File: src/rtl/comp_inhibit_if.sv
// Phrase-level handshake and control bundle between the data comparator, the
// inhibit stage and the destination write path.
interface comp_inhibit_if;
  logic [7:0] dcomp;
  logic       in_valid;
  logic       in_ready;
  logic [2:0] pixsize;
  logic       dcompen;
  logic       phrase_mode;
  logic [2:0] pixa;
  logic [7:0] dbinh;
  logic       inhibit;
  logic       out_valid;
  logic       out_ready;

  modport master (
    output dcomp, in_valid, pixsize, dcompen, phrase_mode, pixa, out_ready,
    input  in_ready, dbinh, inhibit, out_valid
  );

  modport slave (
    input  dcomp, in_valid, pixsize, dcompen, phrase_mode, pixa, out_ready,
    output in_ready, dbinh, inhibit, out_valid
  );
endinterface

File: src/rtl/comp_inhibit.sv
// Registered compare-inhibit stage: folds byte equality flags into per-pixel
// matches and produces the byte write-inhibit mask behind a one-entry buffer.
module comp_inhibit #(
  parameter int CNT_W = 16
) (
  input  logic             sys_clk,
  input  logic             reset,
  comp_inhibit_if.slave    bus,
  input  logic             cnt_clr,
  output logic [CNT_W-1:0] inh_cnt
);

  // A lane matches only when every byte of its pixel matched.
  function automatic logic [7:0] fold_eq(input logic [2:0] ps, input logic [7:0] dc);
    logic [7:0] r;
    r = 8'h00;
    case (ps)
      3'd3: r = dc;
      3'd4: begin
        for (int j = 0; j < 4; j++) begin
          r[2*j]   = dc[2*j] & dc[2*j+1];
          r[2*j+1] = dc[2*j] & dc[2*j+1];
        end
      end
      3'd5: begin
        r[3:0] = {4{&dc[3:0]}};
        r[7:4] = {4{&dc[7:4]}};
      end
      default: r = 8'h00;
    endcase
    return r;
  endfunction

  function automatic logic [7:0] sel_lanes(input logic [2:0] ps, input logic [2:0] pa);
    logic [7:0] r;
    r = 8'h00;
    case (ps)
      3'd3:    r = 8'h01 << pa;
      3'd4:    r = 8'h03 << {pa[1:0], 1'b0};
      3'd5:    r = pa[0] ? 8'hF0 : 8'h0F;
      default: r = 8'h00;
    endcase
    return r;
  endfunction

  logic [7:0]       dbinh_q, dbinh_d;
  logic             inhibit_q, inhibit_d;
  logic             out_valid_q, out_valid_d;
  logic [CNT_W-1:0] cnt_q, cnt_d;
  logic             in_ready_s;
  logic             accept_s;
  logic [7:0]       cmpmask_s;
  logic [7:0]       selmask_s;
  logic [7:0]       res_s;

  always_comb begin
    in_ready_s = ~out_valid_q | bus.out_ready;
    accept_s   = bus.in_valid & in_ready_s;
    cmpmask_s  = bus.dcompen ? fold_eq(bus.pixsize, bus.dcomp) : 8'h00;
    selmask_s  = sel_lanes(bus.pixsize, bus.pixa);
    if (bus.phrase_mode) begin
      res_s = cmpmask_s;
    end else begin
      res_s = ~selmask_s | (cmpmask_s & selmask_s);
    end
  end

  // Next-state for the output buffer and the saturating event counter.
  always_comb begin
    dbinh_d     = dbinh_q;
    inhibit_d   = inhibit_q;
    out_valid_d = out_valid_q;
    cnt_d       = cnt_q;
    if (accept_s) begin
      dbinh_d     = res_s;
      inhibit_d   = (res_s == 8'hFF);
      out_valid_d = 1'b1;
    end else if (bus.out_ready) begin
      out_valid_d = 1'b0;
    end else begin
      out_valid_d = out_valid_q;
    end
    if (cnt_clr) begin
      cnt_d = {CNT_W{1'b0}};
    end else if (accept_s && (res_s == 8'hFF) && (cnt_q != {CNT_W{1'b1}})) begin
      cnt_d = cnt_q + {{(CNT_W-1){1'b0}}, 1'b1};
    end else begin
      cnt_d = cnt_q;
    end
  end

  always_ff @(posedge sys_clk) begin
    if (reset) begin
      dbinh_q     <= 8'h00;
      inhibit_q   <= 1'b0;
      out_valid_q <= 1'b0;
      cnt_q       <= {CNT_W{1'b0}};
    end else begin
      dbinh_q     <= dbinh_d;
      inhibit_q   <= inhibit_d;
      out_valid_q <= out_valid_d;
      cnt_q       <= cnt_d;
    end
  end

  assign bus.in_ready  = in_ready_s;
  assign bus.dbinh     = dbinh_q;
  assign bus.inhibit   = inhibit_q;
  assign bus.out_valid = out_valid_q;
  assign inh_cnt       = cnt_q;

endmodule

File: src/flat_wrapper.sv
// flat-port wrapper written by rule: the top's interface ports become plain ports
module comp_inhibit_flat 
#(
  parameter int CNT_W = 16
)
  (sys_clk, reset, cnt_clr, inh_cnt, bus_dcomp, bus_in_valid, bus_pixsize, bus_dcompen, bus_phrase_mode, bus_pixa, bus_out_ready, bus_in_ready, bus_dbinh, bus_inhibit, bus_out_valid);
  comp_inhibit_if bus_i ();
  input  logic sys_clk;
  input  logic reset;
  input  logic cnt_clr;
  output logic [CNT_W-1:0] inh_cnt;
  input wire logic [$bits(bus_i.dcomp)-1:0] bus_dcomp;
  input wire logic [$bits(bus_i.in_valid)-1:0] bus_in_valid;
  input wire logic [$bits(bus_i.pixsize)-1:0] bus_pixsize;
  input wire logic [$bits(bus_i.dcompen)-1:0] bus_dcompen;
  input wire logic [$bits(bus_i.phrase_mode)-1:0] bus_phrase_mode;
  input wire logic [$bits(bus_i.pixa)-1:0] bus_pixa;
  input wire logic [$bits(bus_i.out_ready)-1:0] bus_out_ready;
  output wire logic [$bits(bus_i.in_ready)-1:0] bus_in_ready;
  output wire logic [$bits(bus_i.dbinh)-1:0] bus_dbinh;
  output wire logic [$bits(bus_i.inhibit)-1:0] bus_inhibit;
  output wire logic [$bits(bus_i.out_valid)-1:0] bus_out_valid;
  assign bus_i.dcomp = bus_dcomp;
  assign bus_i.in_valid = bus_in_valid;
  assign bus_i.pixsize = bus_pixsize;
  assign bus_i.dcompen = bus_dcompen;
  assign bus_i.phrase_mode = bus_phrase_mode;
  assign bus_i.pixa = bus_pixa;
  assign bus_i.out_ready = bus_out_ready;
  assign bus_in_ready = bus_i.in_ready;
  assign bus_dbinh = bus_i.dbinh;
  assign bus_inhibit = bus_i.inhibit;
  assign bus_out_valid = bus_i.out_valid;
  comp_inhibit #(.CNT_W(CNT_W)) u_core (.sys_clk(sys_clk), .reset(reset), .bus(bus_i), .cnt_clr(cnt_clr), .inh_cnt(inh_cnt));
endmodule
File: config.mk
export PLATFORM = sky130hd
export DESIGN_NAME = comp_inhibit_flat
export DESIGN_NICKNAME = d
export VERILOG_FILES = /design/src/rtl/comp_inhibit_if.sv /design/src/rtl/comp_inhibit.sv /design/src/flat_wrapper.sv
export SDC_FILE = /design/constraint.sdc
export NUM_CORES = 1
export LEC_CHECK = 0
export ABC_AREA = 1
export CAP_MARGIN = 25
export CORE_ASPECT_RATIO = 1.4
export CORE_MARGIN = 3
export CORE_UTILIZATION = 43
export DETAILED_ROUTE_END_ITERATION = 8
export GPL_ROUTABILITY_DRIVEN = 0
export PLACE_DENSITY_LB_ADDON = 0.08
export SYNTH_ARGS = -nofsm -noshare
export SYNTH_HDL_FRONTEND = slang
export SYNTH_SLANG_ARGS = --single-unit
File: constraint.sdc
create_clock -name sys_clk -period 1.8 [get_ports sys_clk]
set_input_delay 0.45 -clock sys_clk [delete_from_list [all_inputs] [get_ports sys_clk]]
set_output_delay 0.45 -clock sys_clk [all_outputs]
set_load 0.005 [all_outputs]
==> results of run 1 <==
[layout by cell type (no fill, tap or decap)]
cell             count
nand2_1             70
a21oi_1             11
nor2_4               5
ha_1                 1
nor3_1               2
buf_16               1
buf_2                1
xor2_1               8
clkdlybuf4s50_1     30
dlygate4sd2_1        8
nor3_2               1
or2_2                1
buf_4               41
clkbuf_2             1
dfxtp_1             26
inv_2                5
nand3_4              4
o21ai_0              5
nand2_2             10
nor2_1              34
o211ai_1             3
nand3_1             28
a21oi_2              8
nand4_1              6
nand3b_1             1
buf_12               1
clkbuf_8             3
xnor2_1              5
buf_6                4
inv_1               24
o21ai_1              1
buf_8                3
nand2_4              1
clkdlybuf4s15_1      4
nor2_2               6
bufinv_16            1
nand3_2              7
o21ai_2              2
[logic make-up (layout without fill, tap and decap cells)]
| logic type | count (synthesis) | after routing | synth area share |
|---|---|---|---|
| XOR/XNOR | 13 | 13 | 0.0658 |
| flip-flops | 26 | 26 | 0.301 |
| AO/OA/AOI/OAI | 30 | 30 | 0.0932 |
| adder cells (fa/ha/maj) | 1 | 1 | 0.00722 |
| buffers and inverters | 39 | 127 | 0.0997 |
| AND/OR/NAND/NOR | 175 | 176 | 0.434 |
[metrics by stage]
stage	utilization	instance area [sq um]	setup slack, ns	TNS (ns)	hold WS (ns)
2_1_floorplan	-	1750	-0.0808	-0.812	0.462
3_3_place_gp	0.649	2450	-0.719	-14.97	0.456
3_5_place_dp	0.649	2450	-0.730	-15.31	0.457
4_1_cts	0.702	2650	-0.0554	-0.335	0.472
5_1_grt	0.755	2850	-0.105	-1.37	0.514
6_report	0.755	2850	-0.0396	-0.0879	0.479
[critical path: stages]
cell,delay (ns)
dlygate4sd2_1,0.30
inv_2,0.08
nand3_1,0.08
nand4_1,0.16
nand2_2,0.13
nand2_2,0.07
nor2_4,0.11
nand2_2,0.07
nor2_4,0.18
buf_12,0.18
nand3_2,0.08
a21oi_2,0.14
[timing repair]
action	CTS	global route
buffers inserted	12	2
cloned	2	0
gates resized for setup	49	54
setup endpoints to repair	25	19
pin swaps	27	27
[power by group through the flow]
stage / Sequential, mW / Combinational, mW / Clock, mW
detailed placement: 0.613 / 0.251 / 0
global placement: 0.612 / 0.250 / 0
CTS: 0.599 / 0.275 / 0.494
floorplan: 0.614 / 0.111 / 0
global route: 0.601 / 0.338 / 0.521
finish: 0.599 / 0.308 / 0.479
[per-layer routing]
metal	vias up	share of wire	GRT usage
met5	-	0	0
met4	0	0.031	0.0798
met3	18	0.048	0.0207
met2	73	0.56	0.409
met1	988	0.36	0.234
li1	1093	-	-
[final cells by class]
cell class | instances | share of cell area
clock inverter | 1 | 0.0105
timing repair buffer | 94 | 0.304
clock buffer | 3 | 0.0145
inverter | 29 | 0.0382
sequential | 26 | 0.183
tap | 42 | 0.0184
multi-input combinational | 220 | 0.432
[state kept, by name, indices dropped and copies added (netlist names)]
name                  cells
u_core.bus.dbinh          8
u_core.bus.inhibit        1
u_core.bus.out_valid      1
u_core.inh_cnt           16
[path summary, 6_finish.rpt]
path | end | slack (ns) | startpoint
worst max-delay path | u_core.inh_cnt[4] | -0.04 | bus_pixa[2]
worst min-delay path | u_core.bus.inhibit | 0.48 | u_core.bus.inhibit
worst max register to register | u_core.inh_cnt[10] | 0.13 | u_core.inh_cnt[0]
worst min register to register | u_core.bus.inhibit | 0.48 | u_core.bus.inhibit
==> flow_metrics.env, run 1 <==
export IMPL_outcome="finished, violations left"
export IMPL_violations="setup timing"
export IMPL_cts_tree="yes"
export IMPL_rsz0062_at_grt="true"
export IMPL_crit_arrival_ns=2.04
export IMPL_finalMaxSlewViolations=0
export IMPL_worst_setup_path_end_kind="flip-flop"
export IMPL_crit_type="input port to flip-flop"
export IMPL_coreArea_sq_um=3770
export IMPL_yosysTopAreaCell="dfxtp_1"
export IMPL_path_clk_slew_ns=0.09
export IMPL_die_area_sq_um=4840
export IMPL_cts_sinks=26
export IMPL_clk_latency_ns=0.26
export IMPL_antenna_found_initial=0
export IMPL_vias=2172
export IMPL_drt_pass1_iter_count=5
export IMPL_p_leak_nw=1.19
export IMPL_seq_power_share=0.432
export IMPL_num_rows=26
export IMPL_required_ns=2.00
export IMPL_port_buffers=47
export IMPL_synth_top_area_share=0.301
export IMPL_path_max_fanout=8
export IMPL_hp_class="flip-flop to flip-flop"
export IMPL_swShare=0.242
export IMPL_whs_path_depth=2
export IMPL_synth_async_reset_ratio=0
export IMPL_powerDensity_nw_per_um2=486
export IMPL_dp_hpwl_microns=3630
export IMPL_grt_overflow=0
export IMPL_areaGrowthSynthToFinish_pct=64.6
export IMPL_clock_fmax_ghz=0.544
export IMPL_drc=0
export IMPL_cts_root_buffer="clkbuf_8"
export IMPL_synthTopCellsByArea="dfxtp_1 30%, nand2_1 17%, nand3_1 11%"
export IMPL_ys_types=23
export IMPL_yosysWarnings=0
export IMPL_yosysMostFrequentCell="nand2_1"
export IMPL_worst_slew_pin_transition_ns=0.553
export IMPL_numCtsBuffers=3
export IMPL_ctsHoldBuffers=0
export IMPL_syn_area_sq_um=1730
export IMPL_ys_ff_latch=26
export IMPL_synthCells=284
export IMPL_die_w_microns=59.6
export IMPL_drt_wl_total_microns=5200
export IMPL_grt_pass1_wl_microns=8170
export IMPL_post_place_cells=395
export IMPL_synth_nets=306
export IMPL_finalNetCount=396
export IMPL_synth_enable_flop_cells=0
export IMPL_grt_max_degree=16
export IMPL_critPathLaunchType="input port"
export IMPL_grt_pass1_vias=1976
export IMPL_drtIter0Drc=96
export IMPL_drive_gt1_frac=0.284
export IMPL_multiInputGateArea_sq_um=1230
export IMPL_clkPwrFrac=0.345
export IMPL_n_antenna_cell=0
export IMPL_htreeDepth=1
export IMPL_ant_nets=0
export IMPL_stdcell_count=415
export IMPL_clock_path_buffers=2
export IMPL_track_usage=0.214
export IMPL_viasPerCell=5.23
export IMPL_ir_drop_v=0.000508
export IMPL_final_seq_area_sq_um=520
export IMPL_switching_power_mw=0.336
export IMPL_die_height_microns=81.1
export IMPL_p_comb_frac=0.223
export IMPL_finalPower_mw=1.39
export IMPL_fin_ws_ns=-0.0396
export IMPL_wl_per_cell_microns=12.5
export IMPL_relSlewSlack=0.631
export IMPL_p_int_mw=1.05
export IMPL_period_share=1.02
export IMPL_ios=48
export IMPL_skew_ns=0.00223
export IMPL_ys_flop_type="dfxtp_1"
export IMPL_period_needed_ns=1.84
export IMPL_finalSetupViolCount=7
export IMPL_synth_common_cells="80 x nand2_1, 41 x nor2_1, 39 x nand3_1"
export IMPL_r2r_worst_path_cells=10
export IMPL_syn_area_per_cell_sq_um=6.10
export IMPL_start_util=0.459
export IMPL_hold_viol_final=0
export IMPL_yosysSeqAreaShare=0.301
export IMPL_fillCellCount=314
export IMPL_cap_violations=0
(Power assumes the default switching activity.)
==> inputs of run 2 (changes only) <==
--- a/config.mk
+++ b/config.mk
@@ -6,9 +6,9 @@
 export NUM_CORES = 1
 export LEC_CHECK = 0
 export ABC_AREA = 1
-export CAP_MARGIN = 25
+export ABC_CLOCK_PERIOD_IN_PS = 1800
 export CORE_ASPECT_RATIO = 1.4
-export CORE_MARGIN = 3
+export CORE_MARGIN = 10
 export CORE_UTILIZATION = 43
 export DETAILED_ROUTE_END_ITERATION = 8
 export GPL_ROUTABILITY_DRIVEN = 0
==> run 2 against run 1 <==
  * The run now ends clean
  * Register-to-register slack got worse by 0.07 ns
  * Worst hold slack got worse by 0.0057 ns
  * Non-clock buffer count decreased by 2
  * Global-route usage decreased by 5.9 points
  * Die area increased by 45%
  * Flip-flop and latch count unchanged
  * Power increased by 0.20%
  * Critical path type unchanged
  * Highest routed layer unchanged
==> flow_metrics.env, run 2 (synthesized netlist as in run 1, its figures left out) <==
export IMPL_outcome="completed"
export IMPL_grt_overflow=0
export IMPL_hp_class="flip-flop to flip-flop"
export IMPL_layout_cells_most_common="nand2_1"
export IMPL_drt_wl_total_microns=5590
export IMPL_track_usage=0.155
export IMPL_cts_sinks=26
export IMPL_crit_type="input port to flip-flop"
export IMPL_dp_hpwl_microns=3960
export IMPL_clock_fmax_ghz=0.556
export IMPL_drtIter0Drc=115
export IMPL_min_from="u_core.bus.inhibit"
export IMPL_cts_root_buffer="clkbuf_8"
export IMPL_critPathLaunch="bus_dcomp[3]"
export IMPL_crit_arrival_ns=1.97
export IMPL_swShare=0.251
export IMPL_rsz0062_at_grt="true"
export IMPL_rr_startpoint="u_core.inh_cnt[0]"
export IMPL_p_int_mw=1.04
export IMPL_p_comb_frac=0.215
export IMPL_post_route_util=0.725
export IMPL_start_util=0.442
export IMPL_seq_power_share=0.431
export IMPL_largest_reg_flops=16
export IMPL_skew_ns=0.00161
export IMPL_final_area_sq_um=2840
export IMPL_period_share=1.00
export IMPL_clkPwrFrac=0.354
export IMPL_vias=2135
export IMPL_grt_pass1_wl_microns=8980
export IMPL_die_height_microns=95.1
export IMPL_finalMaxSlewViolations=0
export IMPL_num_rows=27
export IMPL_wl_per_cell_microns=13.5
export IMPL_die_area_sq_um=7000
export IMPL_die_w_microns=73.6
export IMPL_drive_gt1_frac=0.326
export IMPL_path_max_fanout=8
export IMPL_antenna_found_initial=0
export IMPL_viasPerCell=5.16
export IMPL_required_ns=1.97
export IMPL_powerDensity_nw_per_um2=489
export IMPL_worst_slew_pin_transition_ns=0.592
export IMPL_hold_viol_final=0
export IMPL_ir_drop_v=0.000487
export IMPL_ant_nets=0
export IMPL_finalSetupViolCount=0
export IMPL_cts_tree="yes"
export IMPL_clock_path_buffers=2
export IMPL_path_clk_slew_ns=0.10
export IMPL_drc=0
export IMPL_n_antenna_cell=0
export IMPL_ios=48
export IMPL_worst_setup_path_end_kind="flip-flop"
export IMPL_clk_latency_ns=0.27
export IMPL_cap_violations=0
export IMPL_htreeDepth=1
export IMPL_coreArea_sq_um=3920
export IMPL_finalNetCount=394
export IMPL_areaGrowthSynthToFinish_pct=64.1
export IMPL_place_area_sq_um=2460
export IMPL_p_leak_nw=1.20
export IMPL_ctsHoldBuffers=0
export IMPL_numCtsBuffers=3
export IMPL_critPathLaunchType="input port"
export IMPL_drt_pass1_iter_count=4
export IMPL_period_needed_ns=1.80
export IMPL_grt_pass1_vias=2102
export IMPL_final_cell_mix="56 x nand2_1, 38 x buf_4, 33 x nand3_1"
export IMPL_grt_max_degree=16
export IMPL_relSlewSlack=0.605
export IMPL_port_buffers=47
export IMPL_switching_power_mw=0.348
-- run 2: changes by cell type in the layout (fill, tap and decap cells not counted), moves of 2 or more --
cell,previous run,this run
nor2_1,34,31
nor2_2,6,8
dlygate4sd2_1,8,5
nand3_4,4,0
nand2_1,70,56
nand2_4,1,4
nand3_1,28,33
clkbuf_2,1,4
buf_4,41,38
nand2_2,10,21
-- run 2: worst paths after layout --
path,end,slack (ns),cells after the start
worst min-delay path,u_core.bus.inhibit,0.47,2
worst min register to register,u_core.bus.inhibit,0.47,2
worst max register to register,u_core.inh_cnt[7],0.06,10
worst max-delay path,u_core.inh_cnt[0],0.0008,14
-- run 2: timing repair --
action	4_1_cts	5_1_grt
pin swaps	23	30
gates cloned	3	0
buffers inserted	7	3
endpoints found under the setup margin	24	17
resized for setup	54	71
endpoints found under the hold margin	0	0
-- run 2: layer usage --
| metal | up-vias | share of wire | track usage | wire length [microns] |
|---|---|---|---|---|
| li1 | 1087 | - | - | - |
| met5 | - | 0 | 0 | 0 |
| met1 | 978 | 0.36 | 0.162 | 2000 |
| met2 | 58 | 0.57 | 0.291 | 3190 |
| met3 | 12 | 0.049 | 0.0270 | 275 |
| met4 | 0 | 0.023 | 0.0623 | 126 |
-- run 2: layout make-up --
cell class | instances | area, sq um
well taps | 43 | 53.8
clock buffers | 3 | 41.3
fillers | 352 | 1080
inverters | 29 | 109
repair buffers | 92 | 848
flip-flops and latches | 26 | 520
clock inverters | 1 | 30.0
multi-input cells | 220 | 1240
-- run 2: per-stage QoR --
step	hold WS [ns]	power [mW]	cells	setup TNS [ns]	setup WS (ns)
after floorplan	0.462	0.725	284	-0.812	-0.0808
after global placement	0.454	0.861	397	-15.06	-0.732
after detailed placement	0.460	0.863	397	-15.70	-0.763
after CTS	0.475	1.37	411	-0.00834	-0.00834
after global routing	0.523	1.45	414	-1.44	-0.123
final	0.473	1.39	414	0	0.000798
-- run 2: power by group through the flow --
stage | clock network [mW] | logic [mW] | registers, mW
finish | 0.491 | 0.299 | 0.599
global route | 0.519 | 0.328 | 0.601
CTS | 0.503 | 0.264 | 0.599
detailed placement | 0 | 0.251 | 0.612
global placement | 0 | 0.249 | 0.612
floorplan | 0 | 0.111 | 0.614
-- run 2: worst max-delay path, stage by stage --
cell           delay (ns)
dlygate4sd2_1        0.23
nand2_2              0.07
nor2_1               0.10
nand2_1              0.07
nand3_1              0.08
nand2_1              0.06
nand2_2              0.08
nand2_2              0.07
nor2_4               0.12
buf_4                0.12
nand4_1              0.16
buf_6                0.20
o21ai_2              0.11
nor2_1               0.05
==> inputs of run 3 (changes only) <==
--- a/config.mk
+++ b/config.mk
@@ -9,7 +9,8 @@
 export ABC_CLOCK_PERIOD_IN_PS = 1800
 export CORE_ASPECT_RATIO = 1.4
 export CORE_MARGIN = 10
-export CORE_UTILIZATION = 43
+export CORE_UTILIZATION = 34
+export CTS_BUF_LIST = sky130_fd_sc_hd__clkbuf_8
 export DETAILED_ROUTE_END_ITERATION = 8
 export GPL_ROUTABILITY_DRIVEN = 0
 export PLACE_DENSITY_LB_ADDON = 0.08
==> run 3 against run 2 <==
  * The run now ends with setup timing left
  * Design area rose by 7.3%
  * Worst setup slack got worse by 0.021 ns
  * Sequential power barely moved
  * Power increased by 4.5%
==> flow_metrics.env, run 3 (synthesized netlist as in run 1, its figures left out) <==
export IMPL_crit_arrival_ns=1.99
export IMPL_multiInputGateArea_sq_um=1240
export IMPL_rr_startpoint="u_core.inh_cnt[1]"
export IMPL_num_rows=30
export IMPL_ios=48
export IMPL_worst_setup_path_end_kind="flip-flop"
export IMPL_crit_type="input port to flip-flop"
export IMPL_grt_pass1_vias=2155
export IMPL_critPathLaunch="bus_pixsize[2]"
export IMPL_grt_max_degree=16
export IMPL_n_antenna_cell=0
export IMPL_start_util=0.355
export IMPL_period_needed_ns=1.82
export IMPL_place_area_sq_um=2530
export IMPL_p_leak_nw=1.29
export IMPL_swShare=0.260
export IMPL_cts_root_buffer="clkbuf_8"
export IMPL_drtIter0Drc=70
export IMPL_clk_latency_ns=0.28
export IMPL_drc=0
export IMPL_final_seq_area_sq_um=522
export IMPL_reg2reg_slack_ns=0.10
export IMPL_path_max_fanout=5
export IMPL_wl_per_cell_microns=13.2
export IMPL_htreeDepth=1
export IMPL_p_int_mw=1.07
export IMPL_cts_sinks=26
export IMPL_fillCellCount=468
export IMPL_grt_overflow=0
export IMPL_grt_pass1_wl_microns=9330
export IMPL_critPathLaunchType="input port"
export IMPL_crit_chain="buf_12, inv_4, nor2_4, buf_4, nand3b_1, nand2_1, nand2_1, nand2_1, nand2_2, nor2_4, buf_6, nand4_1, buf_6, buf_6, nand2_2, a21oi_1"
export IMPL_worst_slew_pin_transition_ns=0.336
export IMPL_critical_path_max_stage_delay_ns=0.16
export IMPL_crit_end="u_core.inh_cnt[10]"
export IMPL_viasPerCell=4.81
export IMPL_ctsHoldBuffers=0
export IMPL_dp_hpwl_microns=4250
export IMPL_drt_pass1_iter_count=4
export IMPL_skew_ns=0.00165
export IMPL_finalMaxSlewViolations=0
export IMPL_outcome="finished, violations left"
export IMPL_fin_ws_ns=-0.0202
export IMPL_antenna_found_initial=0
export IMPL_period_share=1.01
export IMPL_finalSetupViolCount=11
export IMPL_numCtsBuffers=3
export IMPL_finalNetCount=413
export IMPL_clkPwrFrac=0.348
export IMPL_min_from="u_core.bus.inhibit"
export IMPL_drt_wl_total_microns=6000
export IMPL_ant_nets=0
export IMPL_areaGrowthSynthToFinish_pct=76.1
export IMPL_hp_class="flip-flop to flip-flop"
export IMPL_r2r_end="u_core.inh_cnt[13]"
export IMPL_drive_gt1_frac=0.362
export IMPL_ir_drop_v=0.000286
export IMPL_die_height_microns=104
export IMPL_coreArea_sq_um=4880
export IMPL_powerDensity_nw_per_um2=476
export IMPL_p_comb_frac=0.239
export IMPL_die_area_sq_um=8390
export IMPL_seq_power_share=0.413
export IMPL_vias=2185
export IMPL_clock_path_buffers=2
export IMPL_r2r_worst_path_cells=11
export IMPL_die_w_microns=80.3
export IMPL_switching_power_mw=0.377
export IMPL_largest_reg_flops=16
export IMPL_required_ns=1.97
export IMPL_clock_fmax_ghz=0.549
export IMPL_path_clk_slew_ns=0.10
export IMPL_relSlewSlack=0.774
export IMPL_final_cell_mix="52 x nand2_1, 52 x buf_4, 34 x nand3_1"
export IMPL_hold_viol_final=0
export IMPL_cap_violations=0
export IMPL_cts_tree="yes"
export IMPL_fin_tns_setup_ns=-0.114
export IMPL_final_area_sq_um=3050
export IMPL_port_buffers=47
export IMPL_track_usage=0.135
export IMPL_violations="setup timing"
export IMPL_rsz0062_at_grt="true"
export IMPL_crit_slowest_cell="buf_6"
run 3: cell count changes in the layout (fill, tap and decap cells not counted), sizes merged:
cell / delta
clkbuf: -4
buf: +22
clkdlybuf4s15: +2
bufbuf: -1
run 3: repair_timing:
action,4_1_cts,5_1_grt
endpoints found under the setup margin,25,18
gates resized for setup,85,58
buffers inserted,16,9
pin swaps,30,32
cloned,3,0
run 3: cell type report:
type / count / share of cell area
timing repair buffer: 111 / 0.334
clock buffer: 3 / 0.0135
tap: 64 / 0.0263
inverter: 29 / 0.0373
sequential: 26 / 0.171
clock inverter: 1 / 0.00985
multi-input combinational: 220 / 0.407
run 3: power by group through the flow:
stage / logic [mW] / clock network, mW / registers (mW)
after floorplan: 0.111 / 0 / 0.614
after global placement: 0.260 / 0 / 0.612
after detailed placement: 0.259 / 0 / 0.612
after CTS: 0.301 / 0.510 / 0.599
after global routing: 0.379 / 0.526 / 0.601
final: 0.347 / 0.505 / 0.599
run 3: routing by layer:
metal / share of wire / track usage / vias to the layer above / routed length [microns]
li1: - / - / 1125 / -
met1: 0.34 / 0.125 / 998 / 2070
met2: 0.59 / 0.270 / 46 / 3540
met3: 0.037 / 0.0199 / 16 / 225
met4: 0.028 / 0.0593 / 0 / 171
met5: 0 / 0 / - / 0
run 3: how the worst min path moves through the flow:
stage                              end  slack (ns)  cells after the start
floorplan           u_core.bus.inhibit        0.46                      2
global placement    u_core.bus.inhibit        0.45                      2
detailed placement  u_core.bus.inhibit        0.46                      2
CTS                 u_core.bus.inhibit        0.47                      2
global route        u_core.inh_cnt[15]        0.51                      2
finish              u_core.bus.inhibit        0.47                      2
run 3: worst max-delay path, delay by kind of cell:
kind                   cells  cell delay, ns
AO/OA/AOI/OAI              1            0.06
AND/OR/NAND/NOR            9            0.84
buffers and inverters      6            0.63
run 3: through the flow:
| stage | total power [mW] | utilization | worst slack [ns] | instances | hold WS [ns] |
|---|---|---|---|---|---|
| global route | 1.51 | 0.625 | -0.147 | 454 | 0.513 |
| detailed placement | 0.872 | 0.518 | -0.749 | 424 | 0.456 |
| floorplan | 0.725 | - | -0.0808 | 284 | 0.462 |
| global placement | 0.872 | 0.518 | -0.746 | 424 | 0.454 |
| finish | 1.45 | 0.625 | -0.0202 | 454 | 0.469 |
| CTS | 1.41 | 0.581 | -0.0224 | 447 | 0.471 |
